===== src/rtl/pipe_ctrl_pkg.sv =====
// pipe_ctrl_pkg: shared stage indices, bus width and multi-cycle FSM encoding
package pipe_ctrl_pkg;
  localparam int STALL_W = 6;
  localparam int STG_PC  = 0;
  localparam int STG_IF  = 1;
  localparam int STG_ID  = 2;
  localparam int STG_EX  = 3;
  localparam int STG_MEM = 4;
  localparam int STG_WB  = 5;
  typedef enum logic {MC_IDLE = 1'b0, MC_BUSY = 1'b1} mc_state_e;
endpackage


===== src/rtl/pipe_ctrl_mc_timer.sv =====
// mc_timer: latency counter and IDLE/BUSY FSM for multi-cycle EX operations
import pipe_ctrl_pkg::*;
module mc_timer #(
  parameter int CNT_W = 6
) (
  input  logic             clk,
  input  logic             rst,
  input  logic             start,
  input  logic [CNT_W-1:0] cycles,
  input  logic             kill,
  output logic             hold,
  output logic             done
);
  mc_state_e state, state_n;
  logic [CNT_W-1:0] cnt, cnt_n;
  always_ff @(posedge clk) begin
    if (rst) begin
      state <= MC_IDLE;
      cnt   <= '0;
    end else begin
      state <= state_n;
      cnt   <= cnt_n;
    end
  end
  // kill (flush) and rst both discard any op in flight or being issued
  always_comb begin
    state_n = state;
    cnt_n   = cnt;
    hold    = 1'b0;
    done    = 1'b0;
    if (rst || kill) begin
      state_n = MC_IDLE;
      cnt_n   = '0;
    end else if (state == MC_IDLE) begin
      if (start && cycles <= CNT_W'(1)) done = 1'b1;
      else if (start) begin
        hold    = 1'b1;
        state_n = MC_BUSY;
        cnt_n   = cycles - CNT_W'(1);
      end
    end else begin
      cnt_n   = cnt - CNT_W'(1);
      hold    = cnt > CNT_W'(1);
      done    = cnt == CNT_W'(1);
      state_n = cnt > CNT_W'(1) ? MC_BUSY : MC_IDLE;
    end
  end
endmodule


===== src/rtl/pipe_ctrl.sv =====
// pipe_ctrl: merges stall requests into a thermometer stall vector, applies flushes with PC redirect, and runs the deadlock watchdog
import pipe_ctrl_pkg::*;
module pipe_ctrl #(
  parameter int STAGES    = STALL_W,
  parameter int EX_IDX    = STG_EX,
  parameter int FLUSH_IDX = STG_MEM,
  parameter int CNT_W     = 6,
  parameter int TIMEOUT   = 1024
) (
  input  logic              clk,
  input  logic              rst,
  input  logic [STAGES-1:0] stallreq,
  input  logic              mc_start,
  input  logic [CNT_W-1:0]  mc_cycles,
  output logic              mc_done,
  input  logic              flush_req,
  input  logic [31:0]       flush_pc,
  output logic [STAGES-1:0] stall,
  output logic [STAGES-1:0] flush,
  output logic              redirect_valid,
  output logic [31:0]       redirect_pc,
  output logic              deadlock
);
  localparam int SW = TIMEOUT > 0 ? $clog2(TIMEOUT + 1) : 1;
  logic              mc_hold;
  logic [STAGES-1:0] req;
  logic [SW-1:0]     scnt, scnt_n;
  mc_timer #(.CNT_W(CNT_W)) u_mc_timer (
    .clk    (clk),
    .rst    (rst),
    .start  (mc_start),
    .cycles (mc_cycles),
    .kill   (flush_req),
    .hold   (mc_hold),
    .done   (mc_done)
  );
  assign req = stallreq | (STAGES'(mc_hold) << EX_IDX);
  // stage i stalls when it or any younger-facing later stage requests a hold
  always_comb begin
    stall = '0;
    flush = '0;
    for (int i = 0; i < STAGES; i++) begin
      stall[i] = !rst && !flush_req && |(req >> i);
      flush[i] = !rst && flush_req && i <= FLUSH_IDX;
    end
  end
  assign scnt_n = !stall[0] ? '0 : scnt != SW'(TIMEOUT) ? scnt + SW'(1) : scnt;
  always_ff @(posedge clk) begin
    if (rst) begin
      redirect_valid <= 1'b0;
      redirect_pc    <= '0;
      scnt           <= '0;
      deadlock       <= 1'b0;
    end else begin
      redirect_valid <= flush_req;
      if (flush_req) redirect_pc <= flush_pc;
      scnt <= scnt_n;
      if (TIMEOUT != 0 && scnt_n == SW'(TIMEOUT)) deadlock <= 1'b1;
    end
  end
endmodule


===== config.mk =====
export PLATFORM = sky130hd
export DESIGN_NAME = pipe_ctrl
export DESIGN_NICKNAME = d
export VERILOG_FILES = /design/src/rtl/pipe_ctrl_pkg.sv /design/src/rtl/pipe_ctrl_mc_timer.sv /design/src/rtl/pipe_ctrl.sv
export SDC_FILE = /design/constraint.sdc
export NUM_CORES = 1
export LEC_CHECK = 0
export ABC_AREA = 1
export ABC_CLOCK_PERIOD_IN_PS = 1900
export BUFFER_PORTS_ARGS = -buffer_cell sky130_fd_sc_hd__buf_4
export CAP_MARGIN = 10
export CORE_MARGIN = 4
export CORE_UTILIZATION = 44
export CTS_CLUSTER_DIAMETER = 60
export DETAILED_ROUTE_END_ITERATION = 6
export PLACE_DENSITY = 0.76
export SYNTH_ARGS = -nofsm -noshare
export SYNTH_HDL_FRONTEND = slang
export SYNTH_HIERARCHICAL = 1
export SYNTH_SLANG_ARGS = --single-unit

===== constraint.sdc =====
create_clock -name clk -period 1.9 [get_ports clk]
set_input_delay 0.38 -clock clk [delete_from_list [all_inputs] [get_ports clk]]
set_output_delay 0.38 -clock clk [all_outputs]
set_load 0.005 [all_outputs]

# Yosys cells after proc, flatten, opt, wreduce, memory -nomap -nowiden
# Cells that the tools add are included.
[classes]
n_addsub = 3
eq_ne = 4
magnitude_cmp = 2
n_mux = 14
bitwise = 1
reduce_logical = 20
[ops]
columns = ["op", "count"]
rows = [
  ["11-bit 2-to-1 mux", 2],
  ["6-bit 2-to-1 mux", 3],
  ["6-bit by 1-bit subtractor with 6-bit output (second input constant)", 2],
  ["11-bit by 1-bit adder with 11-bit output (second input constant)", 1],
  ["11-bit equality test (second input constant)", 1],
  ["11-bit inequality test (second input constant)", 1],
  ["1-bit logical AND", 9],
  ["1-bit 2-to-1 mux", 9],
  ["6-bit by 1-bit equality test with 1-bit output (second input constant)", 1],
  ["6-bit by 1-bit > comparator with 1-bit output (second input constant)", 1],
  ["6-bit by 1-bit less-or-equal comparator with 1-bit output (second input constant)", 1],
  ["6-bit by 4-bit bitwise OR with 6-bit output", 1],
  ["6-bit OR reduction", 1],
  ["5-bit OR reduction", 1],
  ["2-bit OR reduction", 2],
  ["4-bit OR reduction", 1],
  ["3-bit OR reduction", 1],
  ["1-bit logical NOT", 2],
  ["2-bit by 1-bit inequality test with 1-bit output (second input constant)", 1],
  ["2-bit AND reduction", 1],
  ["2-bit nonzero test", 1],
  ["1-bit logical OR", 1],
]
[totals]
in_bits = 48
word_cells = 50
reg_bits = 52
out_inout_bits = 47

# Depth between registers and ports, before layout
# Gate-level depths: netlist of run 1.
[depth]
depth_word = 10
mapped_depth = 19
depth_no_buf = 18

# Modules after synthesis
# The synthesis of run 1 kept the hierarchy.
[by_module_without_submodules]
columns = ["module", "n_inst", "area_each_um2", "seq_area_each_um2", "cells_per_inst"]
rows = [
  ["pipe_ctrl", 1, 1825.5, 900.9, 210],
  ["mc_timer", 1, 628.1, 140.1, 99],
]

# Least setup slack after synthesis of run 1
# Ideal clock, no wire load.
[synth_path]
kind = "reg2reg"
from = "register u_mc_timer.cnt[0]"
to = "register deadlock"
setup_ns = 0.070
setup_slack_ns = -0.196
path_stages_with_launch = 18
synth_period_minus_slack_ns = 2.096
t_required_ns = 1.830
path_buffers = 1
arrival_time_ns = 2.026
path_cell_list = "dfxtp_1 -> inv_1 -> ha_1 -> inv_1 -> nor2_1 -> nand3b_1 -> o21ai_0 -> a21oi_1 -> nor2_2 -> nand2_2 -> nor2_4 -> nor2_4 -> buf_6 -> nand2_1 -> nand2_1 -> nor2_1 -> nand3_1 -> a21oi_1"
[synth_via]
elab_chain_cells = 8
[synth_lines]
columns = ["element", "line_no", "text"]
rows = [
  ["start, declared", "pipe_ctrl_mc_timer.sv:15", "logic [CNT_W-1:0] cnt, cnt_n;"],
  ["start signal, assigned", "pipe_ctrl_mc_timer.sv:22", "cnt <= cnt_n;"],
  ["6-bit by 1-bit > comparator with 1-bit output", "pipe_ctrl_mc_timer.sv:43", "hold = cnt > CNT_W'(1);"],
  ["1-bit 2-to-1 mux", "pipe_ctrl_mc_timer.sv:34", "end else if (state == MC_IDLE) begin"],
  ["1-bit 2-to-1 mux", "pipe_ctrl_mc_timer.sv:31", "if (rst || kill) begin"],
  ["named net mc_hold", "pipe_ctrl.sv:25", "logic mc_hold;"],
  ["6-bit by 4-bit bitwise OR with 6-bit output", "pipe_ctrl.sv:37", "assign req = stallreq | (STAGES'(mc_hold) << EX_IDX);"],
  ["6-bit OR reduction", "pipe_ctrl.sv:43", "stall[i] = !rst && !flush_req && |(req >> i);"],
  ["1-bit logical AND", "pipe_ctrl.sv:43", ""],
  ["named net stall[0]", "pipe_ctrl.sv:18", "output logic [STAGES-1:0] stall,"],
  ["11-bit 2-to-1 mux", "pipe_ctrl.sv:47", "assign scnt_n = !stall[0] ? '0 : scnt != SW'(TIMEOUT) ? scnt + SW'(1) : scnt;"],
  ["11-bit equality test", "pipe_ctrl.sv:58", "if (TIMEOUT != 0 && scnt_n == SW'(TIMEOUT)) deadlock <= 1'b1;"],
  ["end signal, assigned", "pipe_ctrl.sv:53", "deadlock <= 1'b0;"],
  ["end signal, assigned", "pipe_ctrl.sv:58", ""],
  ["end, declared", "pipe_ctrl.sv:22", "output logic deadlock"],
]
# The timed path passes the listed nets, and every way through them passes these cells.
# A chain may end at the register's enable or synchronous reset.

# Worst setup path in the final report of run 1
[layout_path]
from = "register u_mc_timer.cnt[0]"
to = "output port stall[1]"
[layout_via]
elab_chain_cells = 6
[layout_lines]
columns = ["element", "line_no"]
rows = [
  ["6-bit by 1-bit > comparator with 1-bit output", "pipe_ctrl_mc_timer.sv:43"],
  ["1-bit 2-to-1 mux", "pipe_ctrl_mc_timer.sv:34"],
  ["1-bit 2-to-1 mux", "pipe_ctrl_mc_timer.sv:31"],
  ["named net mc_hold", "pipe_ctrl.sv:25"],
  ["6-bit by 4-bit bitwise OR with 6-bit output", "pipe_ctrl.sv:37"],
  ["5-bit OR reduction", "pipe_ctrl.sv:43"],
  ["1-bit logical AND", "pipe_ctrl.sv:43"],
  ["end, declared", "pipe_ctrl.sv:18"],
]
# The timed path passes the listed nets, and every way through them passes these cells.

==> implementation parameters, run 1 <==
Parameter                              Value

Outcome
  Run status ... finished with violations
  Violations in the final reports ... setup timing

Pwr
  Internal power ... 1.79 mW
  Logic gate share of total power ... 19.0%
  Leakage ... 1.92 nW
  Clock group share of total power ... 32.3%
  Cell area power density ... 639 mW/mm²
  Switching share of power ... 25.4%
  Sequential power share ... 48.7%
  Sw Pwr ... 0.611 mW
  Worst vdd ir ... 0.523 mV

Drt
  Count of TritonRoute iterations in the first routing pass ... 4
  Iter 0 DRT Violations ... 67
  DR vias/cell ... 4.88
  Drc violations ... 0
  Total vias in the final route ... 2461
  Routed length per placed instance ... 13.3 µm
  Post-DRT Antenna Nets ... 0
  Aggregate routed wire length ... 6.73 mm

Die
  Number of core rows ... 26
  Die Wd ... 82.7 µm
  Die outline area ... 0.00684 mm²
  Starting density of the core ... 46.6%
  Ports placed on the boundary ... 95
  Core ar. ... 0.00527 mm²
  Die Ht ... 82.7 µm

STA
  Final Cycle Share ... 123%
  Setup slack of the critical path after layout ... -433 ps
  Hold slack final ... 271 ps
  Fin crit period ... 2330 ps
  Final number of max-transition violations ... 0
  Number of failing setup endpoints in the final timing report ... 7
  Final Hold Violating Endpoints ... 0
  TNS Setup ... -1830 ps
  Setup repair after global routing missed its margin ... yes
  Post-Route Skew ... 13.8 ps
  FMAX ... 429 MHz

Placement
  Post-placement setup slack ... -308 ps
  PortBufs ... 93
  Placed Instance Area ... 0.00347 mm²
  Gp weighted congestion ... 0.870
  HPWL Detailed ... 5.22 mm

Finish
  Layout cells sized above 1 ... 47.0%
  Post-layout utilization of the core ... 71.3%
  Number of inserted diodes ... 0
  Final Cell Area ... 0.00376 mm²
  Nets ... 487
  Most common library cell in the layout ignoring fill and taps ... sky130_fd_sc_hd__buf_4
  Area growth, synth to finish ... 53.2%
  Most frequent cells in the layout ... 122 x sky130_fd_sc_hd__buf_4, 50 x sky130_fd_sc_hd__dfxtp_1, 43 x sky130_fd_sc_hd__nand2_1

Synth
  Main combinational cell family by area after synthesis ... simple AND/OR/NAND/NOR gates
  Warning count from the yosys run ... 6
  Mapped Nets ... 363
  Adder-cell share of the synthesized area ... 3.06%
  #FFs+latches synth ... 52
  Cells after synthesis ... 309
  Simple-Gate Fraction of Synth Area ... 25.5%
  Post-synthesis compound-gate area fraction ... 16.6%
  Multiplexer share of the synthesized area ... 0%
  Share of the yosys chip area belonging to registers ... 42.4%
  Mapped Avg Cell Area ... 7.94 µm²
  Count of distinct cell types in the synthesized netlist ... 32
  Post-synthesis instance area ... 0.00245 mm²
  Share of the synthesized netlist area taken by xor and xnor gates ... 1.78%

Worst setup path
  Data required time of the worst path ... 1520 ps
  Worst setup path class ... reg2out
  CP max-delay cell ... sky130_fd_sc_hd__dfxtp_2
  List of cells traversed by the critical path ... inv_2, ha_4, inv_2, nor2_2, nand3b_1, o21ai_2, a21oi_2, nor2_2, a31oi_2, a21oi_1, inv_1, buf_6
  Crit. End Element ... output pin
  Max stage delay on crit path ... 330 ps
  Startpoint types ... flip-flop
  Top fanout value on the critical path ... 3
  Data arrival time at the worst-slack endpoint ... 1950 ps

GRT
  Antenna violations before repair ... 0
  First-pass GRT wire length ... 10.4 mm
  Maximum number of pins on one net before global-route repair ... 33
  Number of global-route vias before repair ... 2452
  GR Overflow Total ... 0
  All-layer global routing usage ... 19.6%

Hold path
  Tightest Hold Check Type ... in2reg

CTS
  Buffer levels on the longest clock path ... 2
  Clock sink total ... 52
  Count of H-tree levels built during CTS ... 2
  Clock-pin slew reported for the worst setup and hold paths after clock tree synthesis ... 110 ps
  Source-to-sink clock delay at the later pin of the worst-skew pair ... 310 ps
  Root Buffer Master ... sky130_fd_sc_hd__clkbuf_8
  TritonCTS buffer count ... 5
  TritonCTS clock tree ... yes

Job
  Number of max-capacitance violations reported ... 0
==> worst paths after layout <==
check,start,cells after the start,to,slack (ps)
worst max-delay path,u_mc_timer/cnt[0],12,stall[1],-430
worst min-delay path,flush_pc[7],2,redirect_pc[7],270
worst max register to register,u_mc_timer/cnt[0],17,deadlock,-250
worst min register to register,deadlock,2,deadlock,480
==> area by class of cell <==
class                   count  area (µm²)
fillers                   416        1510
multi-input cells         199        1320
flip-flops and latches     52        1040
repair buffers            131        1020
inverters                  44         170
well taps                  70        87.6
clock buffers               5        68.8
clock inverters             3        46.3
==> Yosys cell counts <==
cell type	count	area [µm²]
sky130_fd_sc_hd__nand2_1	53	199
sky130_fd_sc_hd__dfxtp_1	52	1040
sky130_fd_sc_hd__inv_1	41	154
sky130_fd_sc_hd__nor2_1	33	124
sky130_fd_sc_hd__a22o_1	32	280
sky130_fd_sc_hd__nand3_1	22	110
sky130_fd_sc_hd__a21oi_1	7	35.0
sky130_fd_sc_hd__buf_4	6	45.0
sky130_fd_sc_hd__ha_1	6	75.1
sky130_fd_sc_hd__nor2_2	6	37.5
sky130_fd_sc_hd__nand2_2	5	31.3
sky130_fd_sc_hd__o21ai_0	5	25.0
sky130_fd_sc_hd__a21oi_2	4	35.0
sky130_fd_sc_hd__buf_2	4	20.0
sky130_fd_sc_hd__nand4_1	4	25.0
sky130_fd_sc_hd__xor2_1	4	35.0
sky130_fd_sc_hd__clkbuf_1	3	11.3
sky130_fd_sc_hd__nand3b_1	3	22.5
sky130_fd_sc_hd__nor2_4	3	33.8
sky130_fd_sc_hd__nor3_1	3	15.0
sky130_fd_sc_hd__inv_2	2	7.51
sky130_fd_sc_hd__a31oi_1	1	6.26
sky130_fd_sc_hd__a41oi_1	1	8.76
sky130_fd_sc_hd__buf_6	1	11.3
sky130_fd_sc_hd__clkinv_4	1	8.76
sky130_fd_sc_hd__conb_1	1	3.75
sky130_fd_sc_hd__nand2_4	1	11.3
sky130_fd_sc_hd__nand3_2	1	10.0
sky130_fd_sc_hd__o21ai_2	1	8.76
sky130_fd_sc_hd__o21bai_1	1	7.51
sky130_fd_sc_hd__or2_2	1	6.26
sky130_fd_sc_hd__xnor2_1	1	8.76
==> flip-flops by register name, summed over array words and instances, names as in the netlist <==
name / cells
redirect_pc: 32
scnt: 11
u_mc_timer/cnt: 6
deadlock: 1
redirect_valid: 1
u_mc_timer/state: 1
==> cells by family (layout without fill, tap and decap cells) <==
group | count (synthesis) | in the layout
other cells | 1 | 1
compound gates | 52 | 52
fa+ha+maj | 6 | 6
xor+xnor | 5 | 5
simple gates | 135 | 135
flops | 52 | 52
buf+inv | 58 | 183
==> metrics by stage <==
step | power (mW) | cells
floorplan | 1.38 | 309
global placement | 1.61 | 491
detailed placement | 1.62 | 491
CTS | 2.42 | 503
global route | 2.51 | 504
finish | 2.40 | 504
==> what timing repair did <==
item                       4_1_cts  5_1_grt
setup buffers                    4        2
gates resized for setup         18       25
setup endpoints to repair        6       15
cloned                           1        0
pin swaps                        9       12
hold buffers                     0        0
==> critical path, delay by kind of cell, from the launching register on <==
| family | cells | cell delay (ps) |
|---|---|---|
| AOI/OAI and AO/OA | 4 | 540 |
| adders and majority gates | 1 | 140 |
| and+or+nand+nor | 3 | 360 |
| buffers and inverters | 4 | 280 |
| DFF | 1 | 330 |
==> per-layer routing <==
layer	routed length, µm	GRT usage [%]	vias up
li1	-	-	1245
met1	2690	21.9	1151
met2	3610	36.1	55
met3	324	4.99	10
met4	106	6.05	0
met5	0	0	-
==> power by group through the flow <==
| stage | combinational, mW | sequential [mW] | clock, mW |
|---|---|---|---|
| finish | 0.456 | 1.17 | 0.777 |
| CTS | 0.455 | 1.17 | 0.793 |
| global placement | 0.421 | 1.19 | 0 |
| floorplan | 0.189 | 1.19 | 0 |
| global route | 0.501 | 1.17 | 0.838 |
| detailed placement | 0.432 | 1.19 | 0 |
Power figures use the tool's default switching activity.
==> inputs of run 2 (changes only) <==
- ABC_AREA: 1 -> unset
- PLACE_DENSITY: 0.76 -> 0.75
==> implementation parameters, run 2 <==
Parameter                              Value

STA
  Fin crit period ... 2430 ps (+92.9 ps)
  Post-Route Skew ... 8.13 ps (-5.65 ps)
  Number of failing setup endpoints in the final timing report ... 16 (+9)
  Hold slack final ... 314 ps (+43.2 ps)
  TNS Setup ... -3400 ps (-1570 ps)
  Final number of max-transition violations ... 0 (unchanged)
  Setup slack of the critical path after layout ... -526 ps (-92.9 ps)
  Final Cycle Share ... 128% (+4.9 points)
  Setup repair after global routing missed its margin ... yes
  FMAX ... 412 MHz (-3.8%)
  Final Hold Violating Endpoints ... 0 (unchanged)

Die
  Number of core rows ... 27 (+3.8%)
  Die Wd ... 84.1 µm (+1.7%)
  Die outline area ... 0.00707 mm² (+3.5%)
  Starting density of the core ... 45.7% (-0.86 points)
  Core ar. ... 0.00557 mm² (+5.8%)
  Ports placed on the boundary ... 95 (unchanged)
  Die Ht ... 84.1 µm (+1.7%)

Synth
  Leading cell type by number of instances after synthesis ... sky130_fd_sc_hd__nor2_1
  Share of the yosys chip area belonging to registers ... 40.9% (-1.6 points)
  Post-synthesis instance area ... 0.00255 mm² (+3.8%)
  Count of distinct cell types in the synthesized netlist ... 55 (+72%)
  Synth top area share ... 40.9% (-1.6 points)
  Mapped Avg Cell Area ... 9.13 µm² (+15%)
  Number of flops mapped to enable cells by yosys ... 0 (unchanged)
  Commonest cells post-synth ... 53 x sky130_fd_sc_hd__nor2_1, 52 x sky130_fd_sc_hd__dfxtp_1, 34 x sky130_fd_sc_hd__mux2i_1
  Leading register cell type out of synthesis ... sky130_fd_sc_hd__dfxtp_1
  Largest cells by area after synthesis ... sky130_fd_sc_hd__dfxtp_1 41%, sky130_fd_sc_hd__mux2i_1 13%, sky130_fd_sc_hd__nor2_1 7.8%
  Proportion of synthesized flip-flops having asynchronous set or reset ... 0% (unchanged)
  Warning count from the yosys run ... 6 (unchanged)
  Synth area leader ... sky130_fd_sc_hd__dfxtp_1
  Cells after synthesis ... 279 (-9.7%)
  Mapped Nets ... 333 (-8.3%)
  #FFs+latches synth ... 52 (unchanged)

Placement
  Placed Instance Area ... 0.00354 mm² (+1.9%)
  Gp weighted congestion ... 0.841 (-3.3%)
  Post-placement setup slack ... -453 ps (-145 ps)
  HPWL Detailed ... 5.00 mm (-4.2%)
  Cell count after placement ... 462 (-5.9%)
  PortBufs ... 93 (unchanged)

Pwr
  Internal power ... 1.81 mW (+1.3%)
  Sw Pwr ... 0.585 mW (-4.3%)
  Clock group share of total power ... 31.1% (-1.2 points)
  Leakage ... 1.75 nW (-9.1%)
  Worst vdd ir ... 0.457 mV (-13%)
  Logic gate share of total power ... 20.0% (+1.0 points)
  Switching share of power ... 24.4% (-1.1 points)
  Power, Total ... 2.40 mW (-0.11%)
  Sequential power share ... 48.9% (+0.2 points)
  Cell area power density ... 637 mW/mm² (-0.28%)

Drt
  Post-DRT Antenna Nets ... 0 (unchanged)
  Count of TritonRoute iterations in the first routing pass ... 4 (unchanged)
  Routed length per placed instance ... 13.9 µm (+4.5%)
  Total vias in the final route ... 2391 (-2.8%)
  Iter 0 DRT Violations ... 110 (+64%)
  Drc violations ... 0 (unchanged)
  DR vias/cell ... 5.02 (+2.9%)
  Aggregate routed wire length ... 6.64 mm (-1.3%)

GRT
  Number of global-route vias before repair ... 2426 (-1.1%)
  All-layer global routing usage ... 18.4% (-1.2 points)
  GR Overflow Total ... 0 (unchanged)
  First-pass GRT wire length ... 10.9 mm (+4.7%)
  Maximum number of pins on one net before global-route repair ... 40 (+21%)
  Antenna violations before repair ... 0 (unchanged)

Hold path
  Launch instance of the worst min-delay path ... flush_pc[19]
  Tightest Hold Check Type ... in2reg

CTS
  Clock-pin slew reported for the worst setup and hold paths after clock tree synthesis ... 90 ps (-20 ps)
  Count of H-tree levels built during CTS ... 2 (unchanged)
  Source-to-sink clock delay at the later pin of the worst-skew pair ... 300 ps (about the same)
  Root Buffer Master ... sky130_fd_sc_hd__clkbuf_8
  TritonCTS clock tree ... yes
  TritonCTS buffer count ... 5 (unchanged)
  Clock sink total ... 52 (unchanged)
  Buffer levels on the longest clock path ... 2 (unchanged)

Worst setup path
  Crit. End Element ... output pin
  Data required time of the worst path ... 1520 ps (about the same)
  Worst setup path class ... reg2out
  Origin of the worst setup path ... u_mc_timer/cnt[0]
  Startpoint types ... flip-flop
  R2R Path Start ... u_mc_timer/cnt[0]
  Top fanout value on the critical path ... 3 (unchanged)
  Flop-to-flop setup slack ... -270 ps (-20 ps)
  Data arrival time at the worst-slack endpoint ... 2050 ps (+100 ps)

Finish
  Final Cell Area ... 0.00376 mm² (+0.17%)
  Biggest registers after layout ... redirect_pc (32), scnt (11), u_mc_timer/cnt (6)
  Non-filler instance count after layout ... 476 (-5.6%)
  Largest Register ... redirect_pc
  Area growth, synth to finish ... 47.8%
  Most common library cell in the layout ignoring fill and taps ... sky130_fd_sc_hd__buf_4
  Fillers ... 446 (+7.2%)
  Number of inserted diodes ... 0 (unchanged)
  Most frequent cells in the layout ... 135 x sky130_fd_sc_hd__buf_4, 52 x sky130_fd_sc_hd__nor2_1, 49 x sky130_fd_sc_hd__dfxtp_1
  Layout cells sized above 1 ... 42.3% (-4.7 points)
  Post-layout utilization of the core ... 67.5% (-3.8 points)
  Register Area ... 0.00105 mm² (+0.36%)
  Nets ... 457 (-6.2%)
  Largest register FFs ... 32 (unchanged)
  Area taken by multi-input logic gates ... 0.00145 mm² (+9.9%)

Outcome
  Run status ... finished with violations
  Violations in the final reports ... setup timing

Job
  Number of max-capacitance violations reported ... 0 (unchanged)
run 2: cell types whose count changed after synthesis, moves of 7 or more:
cell | before | now
sky130_fd_sc_hd__a22o_1 | 32 | 0
sky130_fd_sc_hd__mux2i_1 | 0 | 34
sky130_fd_sc_hd__nor2_1 | 33 | 53
sky130_fd_sc_hd__nor3_1 | 3 | 10
sky130_fd_sc_hd__nand2_1 | 53 | 9
sky130_fd_sc_hd__nand3_1 | 22 | 4
sky130_fd_sc_hd__xnor2_1 | 1 | 9
sky130_fd_sc_hd__inv_1 | 41 | 12
run 2: worst max-delay path, cell delays in order (launching register included):
cell and delay [ps]:
sky130_fd_sc_hd__dfxtp_4 380, sky130_fd_sc_hd__inv_4 60, sky130_fd_sc_hd__ha_4 130, sky130_fd_sc_hd__nor2_2 40, sky130_fd_sc_hd__nor4b_4 240, sky130_fd_sc_hd__a211oi_2 80, sky130_fd_sc_hd__nor4_2 250, sky130_fd_sc_hd__nor3_2 110
sky130_fd_sc_hd__a21o_1 190, sky130_fd_sc_hd__a21o_1 150, sky130_fd_sc_hd__buf_4 130
run 2: cell type report:
type	count	share of cell area (%)
clock buffers	6	1.93
clock inverters	2	0.931
inverters	12	1.26
multi-input cells	196	38.5
flip-flops and latches	52	27.8
well taps	72	2.39
repair buffers	136	27.2
run 2: worst paths after layout:
kind                          end  cells past startpoint
setup / recovery         stall[1]                     10
hold reg to reg          deadlock                      2
hold / removal    redirect_pc[19]                      3
setup reg to reg         deadlock                     11
run 2: repair_timing:
action                                  4_1_cts  5_1_grt
endpoints found under the setup margin       17       17
setup buffers                                 4        2
hold buffers                                  0        0
gates resized for setup                      15        4
pin swaps                                     1        1
run 2: routing by layer:
| metal | part of all wire, % | up-vias | GRT usage, % |
|---|---|---|---|
| li1 | - | 1202 | - |
| met1 | 43 | 1082 | 22.5 |
| met2 | 45 | 97 | 29.4 |
| met3 | 11 | 10 | 7.40 |
| met4 | 1.6 | 0 | 5.85 |
| met5 | 0 | - | 0 |
run 2: cells by family (layout without fill, tap and decap cells):
kind of cell | after synthesis | in the layout | synth area share, %
multiplexers | 34 | 34 | 13.4
AND/OR/NAND/NOR | 104 | 104 | 20.2
other | 1 | 1 | 0.147
buffers and inverters | 31 | 156 | 6.19
XOR/XNOR | 12 | 12 | 4.13
adder cells (fa/ha/maj) | 6 | 6 | 2.95
flip-flops | 52 | 52 | 40.9
AO/OA/AOI/OAI | 39 | 39 | 12.2
run 2: power groups by stage:
stage / Clock (mW) / Sequential [mW] / Combinational, mW
after global placement: 0 / 1.19 / 0.445
after global routing: 0.814 / 1.18 / 0.525
after detailed placement: 0 / 1.19 / 0.453
after CTS: 0.760 / 1.17 / 0.473
final: 0.745 / 1.17 / 0.480
after floorplan: 0 / 1.20 / 0.199
